`src/rtl/mod_arbiter.sv`:
```
// mod_arbiter: round-robin arbiter/sequencer sharing one combinational MOD unit
// among NUMREQ requesters.
//
// Ports:
//   Clk        rising-edge clock
//   Rst        synchronous active-low reset
//   req_valid  per-requester operand-pair valid
//   req_ready  per-requester accept strobe (one-hot or zero, combinational in IDLE)
//   req_a      packed dividends, requester i at [i*DATAWIDTH +: DATAWIDTH]
//   req_b      packed divisors, same packing
//   rsp_valid  per-requester response valid (one-hot or zero)
//   rsp_ready  per-requester response consume
//   rsp_rem    remainder (divisor-zero returns the dividend)
//   rsp_dz     divisor was zero
//   busy       transaction outstanding (EXEC or RESP)

// Shared combinational MOD datapath with divide-by-zero protection.
module mod_unit #(
   parameter int W = 32
) (
   input  logic [W-1:0] a,
   input  logic [W-1:0] b,
   output logic [W-1:0] rem,
   output logic         dz
);
   assign dz  = (b == '0);
   assign rem = dz ? a : a % b;
endmodule

module mod_arbiter #(
   parameter int DATAWIDTH = 32,
   parameter int NUMREQ    = 4
) (
   input  logic                        Clk,
   input  logic                        Rst,
   input  logic [NUMREQ-1:0]           req_valid,
   output logic [NUMREQ-1:0]           req_ready,
   input  logic [NUMREQ*DATAWIDTH-1:0] req_a,
   input  logic [NUMREQ*DATAWIDTH-1:0] req_b,
   output logic [NUMREQ-1:0]           rsp_valid,
   input  logic [NUMREQ-1:0]           rsp_ready,
   output logic [DATAWIDTH-1:0]        rsp_rem,
   output logic                        rsp_dz,
   output logic                        busy
);
   localparam int IW = $clog2(NUMREQ);

   typedef enum logic [1:0] {IDLE, EXEC, RESP} state_t;

   state_t                           state;
   logic [DATAWIDTH-1:0]             op_a, op_b;
   logic [DATAWIDTH-1:0]             mod_rem;
   logic                             mod_dz;
   logic [NUMREQ-1:0]                gnt;
   logic [IW-1:0]                    last;
   logic [IW-1:0]                    win, cand;
   logic                             win_found;
   logic [NUMREQ-1:0][DATAWIDTH-1:0] a_arr, b_arr;

   assign a_arr = req_a;
   assign b_arr = req_b;

   // Search from last+1 upward with wrap; the explicit wrap keeps this
   // correct for non-power-of-two NUMREQ.
   always_comb begin
      win       = last;
      win_found = 1'b0;
      cand      = last;
      for (int k = 0; k < NUMREQ; k++) begin
         cand = (cand == IW'(NUMREQ - 1)) ? '0 : cand + 1'b1;
         if (!win_found && req_valid[cand]) begin
            win       = cand;
            win_found = 1'b1;
         end
      end
   end

   // Ready is gated by Rst so nobody sees an accept that the reset discards.
   always_comb begin
      req_ready = '0;
      if (state == IDLE && Rst && win_found)
         req_ready[win] = 1'b1;
   end

   mod_unit #(.W(DATAWIDTH)) u_mod (
      .a   (op_a),
      .b   (op_b),
      .rem (mod_rem),
      .dz  (mod_dz)
   );

   assign busy = (state != IDLE);

   always_ff @(posedge Clk) begin
      if (!Rst) begin
         state     <= IDLE;
         last      <= IW'(NUMREQ - 1);
         gnt       <= '0;
         op_a      <= '0;
         op_b      <= '0;
         rsp_rem   <= '0;
         rsp_dz    <= 1'b0;
         rsp_valid <= '0;
      end else begin
         case (state)
            IDLE: begin
               if (win_found) begin
                  op_a  <= a_arr[win];
                  op_b  <= b_arr[win];
                  gnt   <= req_ready;
                  last  <= win;
                  state <= EXEC;
               end
            end
            EXEC: begin
               rsp_rem   <= mod_rem;
               rsp_dz    <= mod_dz;
               rsp_valid <= gnt;
               state     <= RESP;
            end
            RESP: begin
               // Only the granted requester's rsp_ready matters.
               if (|(rsp_ready & gnt)) begin
                  rsp_valid <= '0;
                  state     <= IDLE;
               end
            end
            default: state <= IDLE;
         endcase
      end
   end
endmodule

```
`config.mk`:
```
export PLATFORM = sky130hd
export DESIGN_NAME = mod_arbiter
export DESIGN_NICKNAME = d
export VERILOG_FILES = /design/src/rtl/mod_arbiter.sv
export SDC_FILE = /design/constraint.sdc
export NUM_CORES = 2
export LEC_CHECK = 0
export ABC_AREA = 1
export BUFFER_PORTS_ARGS = -buffer_cell sky130_fd_sc_hd__buf_2
export CELL_PAD_IN_SITES_DETAIL_PLACEMENT = 0
export CELL_PAD_IN_SITES_GLOBAL_PLACEMENT = 1
export CORE_UTILIZATION = 40
export DETAILED_ROUTE_END_ITERATION = 7
export PLACE_DENSITY_LB_ADDON = 0.15
export SYNTH_ARGS = -nofsm -noshare
export SYNTH_HDL_FRONTEND = slang
export SYNTH_SLANG_ARGS = --single-unit
```
`constraint.sdc`:
```
create_clock -name Clk -period 69.1 [get_ports Clk]
set_input_delay 13.82 -clock Clk [delete_from_list [all_inputs] [get_ports Clk]]
set_output_delay 13.82 -clock Clk [all_outputs]
set_load 0.05 [all_outputs]
```
==> results.sh <==
export IMPL_setup_violations=0
export IMPL_path_max_fanout=22
export IMPL_layout_min_cycle_time_ns=65.85
export IMPL_drive_above_1_share_pct=25.6
export IMPL_dr_pass1_iters=6
export IMPL_grt_pass1_wl_um=214000
export IMPL_layout_nets=7339
export IMPL_grt_pass1_vias=37200
export IMPL_placed_cell_area_mm2=0.0396
export IMPL_critPathSlowestCell="a2111oi_1"
export IMPL_synth_area_leaders="ha_1 (19%), nand2_1 (16%), inv_1 (9.7%)"
export IMPL_top_level_ports=308
export IMPL_max_slew_margin_rel_pct=29.2
export IMPL_synth_seq_area_share_pct=6.13
export IMPL_wire_per_inst_um=19.2
export IMPL_grt_use_total_pct=30.5
export IMPL_avgSynthCellArea_um2=5.99
export IMPL_synth_flop_cell="dfxtp_1"
export IMPL_dp_hpwl_um=114000
export IMPL_netlist_area_mm2=0.0356
export IMPL_finalCritPeriodShare_pct=95.3
export IMPL_rrSetupSlack_ns=3.25
export IMPL_io_buffers=307
export IMPL_clk_path_buf_depth=2
export IMPL_synth_top_cell_by_area="ha_1"
export IMPL_cts_root_buffer="clkbuf_16"
export IMPL_hold_viol_final=0
export IMPL_grt_overflow=0
export IMPL_fmax_mhz=15.2
export IMPL_slowest_delay_ns=0.45
export IMPL_grt_max_degree=65
export IMPL_ctsHtreeMaxLevel=3
export IMPL_clk_latency_ns=0.40
export IMPL_synth_edff_count=0
export IMPL_drt_iter0_markers=3160
export IMPL_final_cell_area_mm2=0.0458
export IMPL_start_util_pct=40.3
export IMPL_cts_hold_buf=0
export IMPL_required_ns=69.38
export IMPL_drtAntennaViolNets=0
export IMPL_whs_ns=0.482
export IMPL_antenna_found_initial=7
export IMPL_reg2reg_depth=509
export IMPL_crit_type="reg2reg"
export IMPL_synth_cell_types=86
export IMPL_maxCapViolCount=0
export IMPL_die_y_um=300
export IMPL_start_kind="flop"
export IMPL_async_flop_share_pct=0
export IMPL_yosys_warnings=0
export IMPL_vias=41800
export IMPL_die_area_mm2=0.0901
export IMPL_cts_buffers=9
export IMPL_status="completed"
export IMPL_drt_wl_total_um=148000
export IMPL_fin_util_pct=51.9
export IMPL_end_kind="flop"
export IMPL_drc=0
export IMPL_die_w_um=300
export IMPL_arrival_ns=66.13
export IMPL_hp_class="reg2reg"
export IMPL_tightest_slew_ns=1.06
export IMPL_gp_congestion=0.979
export IMPL_finalClockSkew_ns=0.0190
export IMPL_clock_sinks=109
export IMPL_core_mm2=0.0882
export IMPL_crit_path_frequent_cell="nand2_1"
export IMPL_syn_to_final_growth_pct=28.8
export IMPL_synth_top_area_share_pct=18.6
export IMPL_syn_inst=5941
export IMPL_path_clk_slew_ns=0.10
export IMPL_rows=109
export IMPL_finalMaxSlewViolations=0
export IMPL_ys_ff_latch=109
export IMPL_cts_tree="built"
export IMPL_hold_depth=2
export IMPL_via_per_inst=5.42
export IMPL_syn_nets=6738
metrics by stage:
stage / setup WS (ns) / std cells / setup TNS, ns
3_5_place_dp: -2.94 / 7493 / -69.90
5_1_grt: -1.30 / 7712 / -30.69
6_report: 3.25 / 7713 / 0
4_1_cts: 0.00141 / 7522 / 0
3_3_place_gp: -1.56 / 7493 / -28.62
2_1_floorplan: 5.22 / 5941 / 0
timing repair:
| item | in CTS | in global routing |
|---|---|---|
| endpoints found under the setup margin | 32 | 32 |
| pin swaps | 3 | 346 |
| cloned | 0 | 21 |
| buffers inserted | 13 | 169 |
| resized for setup | 52 | 821 |
final cells by class:
type / count / area [um^2]
diodes: 1 / 2.50
clock buffers: 9 / 225
clock inverters: 7 / 116
fillers: 9070 / 42400
inverters: 957 / 3660
multi-input cells: 4727 / 33000
flip-flops and latches: 109 / 2190
well taps: 1165 / 1460
repair buffers: 733 / 5160
repair inverters: 5 / 35.0
logic make-up (layout without fill, tap and decap cells):
| family | after synthesis | after routing | share of synthesized area, % |
|---|---|---|---|
| xor gates and xnor gates | 385 | 385 | 9.48 |
| AOI/OAI and AO/OA | 1315 | 1315 | 23.3 |
| DFF | 109 | 109 | 6.13 |
| adders and majority gates | 531 | 531 | 18.7 |
| buffers and inverters | 1111 | 1711 | 12.2 |
| other | 0 | 1 | 0 |
| and+or+nand+nor | 2483 | 2489 | 29.9 |
| muxes | 7 | 7 | 0.243 |
cells in the mapped netlist, drive strengths merged (38+ instances only):
library cell  number
a21oi            518
a221oi            71
buf               60
clkbuf            94
dfxtp            109
ha               530
inv              949
nand2           1551
nand3            338
nand4             38
nor2             367
nor3              60
o21ai            363
o21bai            56
o22ai             68
o2bb2ai           65
or2               58
xnor2            132
xor2             253
cells in the final DEF, fill, tap and decap left out, types with 47 or more instances in the layout:
master        n
ha_1        419
nand3_1     288
nand2_1    1376
o21ai_1      66
dfxtp_1     106
a21oi_2      91
inv_1       851
a221oi_1     69
xnor2_1     132
nand2_2     151
buf_2       308
o21ai_2      88
buf_4       382
inv_2        83
o22ai_1      68
ha_4        106
o21ai_0     185
a21oi_1     404
nor2_1      295
or2_2        47
xor2_1      253
o2bb2ai_1    65
path summary, 6_finish.rpt:
kind | from | end
max | op_b[3] | rsp_rem[25]
min | rsp_rem[0] | rsp_rem[0]
max reg2reg | op_b[3] | rsp_rem[25]
min reg2reg | rsp_rem[0] | rsp_rem[0]
critical path, delay by kind of cell (launching register included):
family | cells | cell delay [ns]
XOR/XNOR | 3 | 0.57
AO/OA/AOI/OAI | 152 | 22.42
buffers and inverters | 77 | 7.54
flip-flops | 1 | 0.38
adder cells (fa/ha/maj) | 31 | 8.55
AND/OR/NAND/NOR | 246 | 26.04
routing by layer:
layer / share of wire (%) / GRT usage, %
met2: 45 / 50.1
met4: 2.3 / 5.86
met5: 0 / 0
met3: 5.7 / 2.23
met1: 47 / 43.4
state kept, by name, indices dropped and copies added (netlist names):
register   cells
gnt            4
last           2
op_a          32
op_b          32
rsp_dz         1
rsp_rem       32
rsp_valid      4
state          2
Power is left out: the tool's default activity adds up to more than one toggle a clock period on the data nets, which glitch-free logic cannot reach.
